File: config.mk
export PLATFORM = sky130hd
export DESIGN_NAME = instr_fetch_unit
export DESIGN_NICKNAME = d
export VERILOG_FILES = /design/src/rtl/instr_fetch_unit.sv
export SDC_FILE = /design/constraint.sdc
export NUM_CORES = 1
export LEC_CHECK = 0
export CORE_MARGIN = 2
export CORE_UTILIZATION = 48
export DETAILED_ROUTE_END_ITERATION = 8
export GPL_TIMING_DRIVEN = 1
export PLACE_DENSITY = 0.85
export SETUP_SLACK_MARGIN = 0.02
export SLEW_MARGIN = 20
export SYNTH_ARGS = -nofsm -noshare
export SYNTH_HDL_FRONTEND = slang
export SYNTH_SLANG_ARGS = --single-unit
File: constraint.sdc
create_clock -name clock -period 3 [get_ports clock]
set_input_delay 0.6 -clock clock [delete_from_list [all_inputs] [get_ports clock]]
set_output_delay 0.6 -clock clock [all_outputs]
set_load 0.02 [all_outputs]
File: src/rtl/instr_fetch_unit.sv
`default_nettype none
// ============================================================================
// Module      : instr_fetch_unit
// Description : Fetches one instruction word per PC value. It reads pc_atual,
//               issues a req/ack read to instruction memory, and hands the word
//               to the decoder over a valid/ready handshake. It then computes
//               the next PC (sequential or branch) and pulses the PC register
//               write-enable for one cycle.
//
// Ports       : clock       - system clock, rising edge
//               reset       - asynchronous active-low reset
//               enable      - fetch permitted (sampled only when idle)
//               pc_atual    - current PC from the PC register
//               entrada_pc  - next PC to the PC register
//               esc_pc      - PC register write-enable (one-cycle pulse)
//               mem_req     - instruction-memory read request
//               mem_addr    - instruction-memory address
//               mem_ack     - memory read data valid
//               mem_rdata   - memory read data
//               instr       - fetched instruction
//               instr_valid - instr holds an unconsumed instruction
//               instr_ready - decoder accepts instr
//               desvio      - take branch to alvo instead of incrementing
//               alvo        - branch target
//               erro        - sticky fetch-timeout flag
//
// Revision    : 1.0 - initial release
// ============================================================================
module instr_fetch_unit #(
    parameter int ADDR_W   = 8,
    parameter int DATA_W   = 16,
    parameter int PC_INC   = 1,
    parameter int MAX_WAIT = 15
) (
    input  logic              clock,
    input  logic              reset,
    input  logic              enable,
    input  logic [ADDR_W-1:0] pc_atual,
    output logic [ADDR_W-1:0] entrada_pc,
    output logic              esc_pc,
    output logic              mem_req,
    output logic [ADDR_W-1:0] mem_addr,
    input  logic              mem_ack,
    input  logic [DATA_W-1:0] mem_rdata,
    output logic [DATA_W-1:0] instr,
    output logic              instr_valid,
    input  logic              instr_ready,
    input  logic              desvio,
    input  logic [ADDR_W-1:0] alvo,
    output logic              erro
);

    localparam int CNT_W = $clog2(MAX_WAIT + 1);

    localparam logic [1:0] c_ST_OCIOSO   = 2'd0;
    localparam logic [1:0] c_ST_PEDE     = 2'd1;
    localparam logic [1:0] c_ST_ENTREGA  = 2'd2;
    localparam logic [1:0] c_ST_ATUALIZA = 2'd3;

    // The counter starts at 0 on entry to PEDE and advances once per edge
    // without ack, so the request stays up for exactly MAX_WAIT cycles.
    localparam logic [CNT_W-1:0]  c_WAIT_LAST = CNT_W'(MAX_WAIT - 1);
    localparam logic [ADDR_W-1:0] c_PC_INC    = ADDR_W'(PC_INC);

    logic [1:0]        r_state;
    logic [CNT_W-1:0]  r_wait;
    logic [ADDR_W-1:0] r_entrada_pc;
    logic              r_esc_pc;
    logic              r_mem_req;
    logic [ADDR_W-1:0] r_mem_addr;
    logic [DATA_W-1:0] r_instr;
    logic              r_instr_valid;
    logic              r_erro;

    // Next sequential PC; width truncation gives the modulo-2^ADDR_W wrap.
    logic [ADDR_W-1:0] w_pc_seq;
    assign w_pc_seq = pc_atual + c_PC_INC;

    always_ff @(posedge clock or negedge reset) begin
        if (!reset) begin
            r_state       <= c_ST_OCIOSO;
            r_wait        <= '0;
            r_entrada_pc  <= '0;
            r_esc_pc      <= 1'b0;
            r_mem_req     <= 1'b0;
            r_mem_addr    <= '0;
            r_instr       <= '0;
            r_instr_valid <= 1'b0;
            r_erro        <= 1'b0;
        end else begin
            case (r_state)
                c_ST_OCIOSO: begin
                    r_esc_pc  <= 1'b0;
                    r_mem_req <= 1'b0;
                    if (enable) begin
                        r_mem_addr <= pc_atual;
                        r_mem_req  <= 1'b1;
                        r_wait     <= '0;
                        r_state    <= c_ST_PEDE;
                    end
                end
                c_ST_PEDE: begin
                    // Ack is tested first so that an ack arriving on the
                    // timeout edge completes the fetch instead of erroring.
                    if (mem_ack) begin
                        r_instr       <= mem_rdata;
                        r_instr_valid <= 1'b1;
                        r_mem_req     <= 1'b0;
                        r_state       <= c_ST_ENTREGA;
                    end else if (r_wait == c_WAIT_LAST) begin
                        r_mem_req <= 1'b0;
                        r_erro    <= 1'b1;
                        r_state   <= c_ST_OCIOSO;
                    end else begin
                        r_wait <= r_wait + 1'b1;
                    end
                end
                c_ST_ENTREGA: begin
                    if (instr_ready) begin
                        r_instr_valid <= 1'b0;
                        r_entrada_pc  <= desvio ? alvo : w_pc_seq;
                        r_esc_pc      <= 1'b1;
                        r_state       <= c_ST_ATUALIZA;
                    end
                end
                c_ST_ATUALIZA: begin
                    r_esc_pc <= 1'b0;
                    r_state  <= c_ST_OCIOSO;
                end
                default: begin
                    r_esc_pc  <= 1'b0;
                    r_mem_req <= 1'b0;
                    r_state   <= c_ST_OCIOSO;
                end
            endcase
        end
    end

    assign entrada_pc  = r_entrada_pc;
    assign esc_pc      = r_esc_pc;
    assign mem_req     = r_mem_req;
    assign mem_addr    = r_mem_addr;
    assign instr       = r_instr;
    assign instr_valid = r_instr_valid;
    assign erro        = r_erro;

endmodule
`default_nettype wire

Word-level counts from Yosys, hierarchy flattened
Index checks and enable logic that the tools add are counted.
{ "word_totals": {"ff_bits": 42, "output_inout_bits": 36, "elab_cells": 55} }
{ "op_classes": {"add_sub_neg": 2, "eq_ne": 10, "mux": 19, "bitwise": 1, "reduce_logical": 14} }
{ "ops": {"columns": ["operator", "count"], "rows": [
  ["4-bit two-way mux", 3],
  ["2-bit != test, second input constant", 5],
  ["2-bit AND reduction", 5],
  ["3-bit AND reduction", 3],
  ["8-bit by 1-bit adder with 8-bit output, second input constant", 1],
  ["2-bit two-way mux", 4],
  ["8-bit two-way mux", 1],
  ["2-bit one-hot mux with 4 select lines", 1],
  ["4-bit one-hot mux with 2 select lines", 1],
  ["1-bit two-way mux", 6],
  ["1-bit one-hot mux with 2 select lines", 3],
  ["2-bit nonzero test", 3],
  ["4-bit by 1-bit adder with 4-bit output, second input constant", 1],
  ["2-bit == test, second input constant", 2],
  ["4-bit == test, second input constant", 1],
  ["4-bit AND reduction", 1],
  ["3-bit != test, second input constant", 1],
  ["2-bit by 1-bit == test with 1-bit output, second input constant", 1],
  ["2-bit logical NOT", 1],
  ["2-bit OR reduction", 1],
  ["1-bit NOT", 1]
]} }

Longest topological paths before layout
{ "depth": {"ltp_word": 4, "depth_mapped": 6} }

Worst setup path after synthesis
OpenSTA, ideal clock, no wires.
{ "synth_path": {"kind": "input -> register", "startpoint": "input enable", "endpoint": "register with a tool-made name", "arrival_ns": 1.374, "t_required_ns": 2.869, "setup_slack_ns": 1.495, "path_stages": 4, "cell_sequence": "buf_2 -> and2b_1 -> a2111oi_0 -> o21ai_1"} }
{ "synth_lines": {"columns": ["item", "line_no", "source"], "rows": [
  ["from (decl)", "37", "input logic enable,"]
]} }

==> impl_metrics.yaml <==
outcome:
  status: "completed"
clocking:
  clkTransAtPathRegs_ns: 0.07
  post_cts_buffers: 0
  cts_tree: "done"
  clockRootBuffer: "clkbuf_8"
  hold_buffers: 0
  cts.htree.levels: 2
  clock-sinks: 42
  clk_latency_ns: 0.29
  cts_inserted_buffers: 5
  clk_path_buf_depth: 2
  cts_resized: 0
placed_design:
  io_buffers: 73
  gp_congestion: 0.8206
  placedCellCount: 297
  dp_slack_ns: 0.7622
  postPlaceCellArea_um2: 2798
  place_hpwl_mm: 3.222
setup_path:
  crit_fanout: 17
  cp_slowest_cell: "or4_1"
  start_kind: "register"
  slowest_delay_ns: 0.58
  path_cells: "inv_1, ha_1, nand2_2, or4_1, o21ai_1"
  critPathRequiredTime_ns: 3.22
  endpoint_kind: "register"
  critical_path_arrival_ns: 2.29
  worstSetupPathType: "reg -> reg"
global_routing:
  grt_pass1_vias: 1609
  grt_usage_pct: 19.25
  grt_pass1_wl_mm: 7.610
  globalRouteOverflowTotal: 0
  antenna_found_initial: 0
  grt_max_degree: 43
timing:
  finalHoldViolations: 0
  grt_setup_unrepaired: "no"
  min_period_ns: 2.073
  fin_crit_sh_pct: 69.09
  finClkSkew_ns: 0.003414
  max_slew_margin_pct: 39.83
  worst_pin_slew_ns: 0.9025
  setup_violations: 0
  maxSlewViolCount: 0
  fin_ws_ns: 0.9272
  max_freq_mhz: 482.4
  finalSetupTns_ns: 0
synthesis:
  seq_area_frac_synth_pct: 51.47
  syn_area_um2: 2042
  synth_top_area_share_pct: 51.47
  ys_ff_latch: 42
  netlist_instances: 181
  synth_edf_count: 0
  postSynth.asyncResetShare_pct: 100.0
  synthDistinctLibCells: 40
  postSynthAreaPerCell_um2: 11.28
  yosysTopAreaCell: "dfrtp_1"
  synth_most_common_cell: "dfrtp_1"
  synth_nets: 225
  synth_common_cells: "42 x dfrtp_1, 20 x mux2_2, 16 x nand2_1, 14 x nand3_1"
  yosys_warnings: 0
  synth_area_leaders: "dfrtp_1 51%, mux2_2 11%, ha_1 3.7%"
  yosys_most_used_dff: "dfrtp_1"
floorplanning:
  initial_core_util_pct: 50.32
  rows: 23
  dieArea_um2: 4792
  chipHeight_um: 69.23
  die_w_um: 69.23
  core-area_um2: 4058
  io_pins: 74
worst_hold_path:
  min_path_type: "in -> async"
cells_and_area:
  drive_gt1_share_pct: 11.76
  nFillCells: 320
  fin_nets: 298
  finalNonFillerCells: 305
  antennaDiodeCount: 0
  fin_area_um2: 2889
  area_growth_pct: 41.48
drt:
  post_drt_wl_per_cell_um: 14.32
  totalWireLength_mm: 4.368
  via_per_inst: 5.492
  drc: 0
  drt_iter0_markers: 79
  antenna_left: 0
  drt_pass1_iterations: 4
  via_count: 1675
power:
  power_mw: 2.728
  ir_drop_mv: 0.5085
  p_leak_nw: 1.203
  power-per-cell-area_nw_per_um2: 944.3
run:
  maxCapViolations: 0
## critical path, delay by kind of cell, from the launching register on
family / cells / cell delay, ns
adder cells (fa/ha/maj): 1 / 0.48
AO/OA/AOI/OAI: 1 / 0.08
AND/OR/NAND/NOR: 2 / 0.95
flip-flops: 1 / 0.39
buffers and inverters: 1 / 0.10
## sequential cells by signal, indices dropped and copies added, names as in the netlist, named ones only
| signal | cells |
|---|---|
| entrada_pc | 8 |
| erro | 1 |
| esc_pc | 1 |
| instr | 16 |
| instr_valid | 1 |
| mem_addr | 8 |
| mem_req | 1 |
| r_state | 1 |
| r_wait | 4 |
## cells in the final DEF (no fill, tap or decap), types with 3 or more instances in the layout
master           instances
nand2_1                 16
nand3_1                 14
clkdlybuf4s50_1         72
mux2_1                   4
nor2_1                   5
o2111ai_1                4
mux2_2                  20
xor2_1                   3
o21ai_0                  5
a21oi_1                  5
clkbuf_8                 6
inv_1                    6
and4_1                   3
nor3_1                   3
ha_1                     6
dfrtp_1                 42
nand2b_1                 4
mux2i_1                  3
## layer usage
metal	share of wire, %	vias up	routed length (um)	GRT usage (%)
met2	43	62	1888	28.42
met4	0.78	0	34	3.268
met5	0	-	0	0
li1	-	813	-	-
met1	49	795	2145	28.95
met3	6.8	5	299	5.233
## kinds of logic (layout without fill, tap and decap cells)
logic type,Yosys count,count (layout),synth area share (%)
flip-flops,42,42,51.47
multiplexers,27,27,14.71
AO/OA/AOI/OAI,30,30,10.29
XOR/XNOR,3,3,1.287
adder cells (fa/ha/maj),6,6,3.676
AND/OR/NAND/NOR,60,60,15.87
buffers and inverters,13,87,2.696
## per-stage QoR
stage               utilization, %  hold WS [ns]
floorplan                        -        0.3044
global placement             68.95        0.4725
detailed placement           68.95        0.4676
CTS                          71.20        0.4771
global route                 71.20        0.5201
finish                       71.20        0.4370
## final timing paths
check | startpoint | end | slack (ns) | cells after the start
worst max-delay path | register | register | 0.93 | 5
worst min-delay path | reset | instr[2]$_DFFE_PN0P_ | 0.44 | 1
worst max register to register | register | register | 0.93 | 5
worst min register to register | entrada_pc[1]$_DFFE_PN0P_ | entrada_pc[1]$_DFFE_PN0P_ | 0.49 | 2
max in group asynchronous | reset | r_wait[0]$_DFFE_PN0P_ | 2.00 | 1
min in group clock | entrada_pc[1]$_DFFE_PN0P_ | entrada_pc[1]$_DFFE_PN0P_ | 0.49 | 2
## final cells by class
class	count	area (um2)	area share (%)
Clock buffer	7	86.33	2.988
Inverter	6	22.52	0.7796
Sequential cell	42	1051	36.38
Tap cell	50	62.56	2.165
Multi-Input combinational cell	126	935.9	32.39
Timing Repair Buffer	73	725.7	25.12
Clock inverter	1	5.005	0.1732
## report_power, final
group          total [mW]  switching [mW]  leakage, nW  internal [mW]
sequential          0.974           0.151        0.511          0.823
combinational        1.39           0.677        0.644          0.710
clock               0.367           0.181       0.0482          0.186
Power figures use the tool's default switching activity.
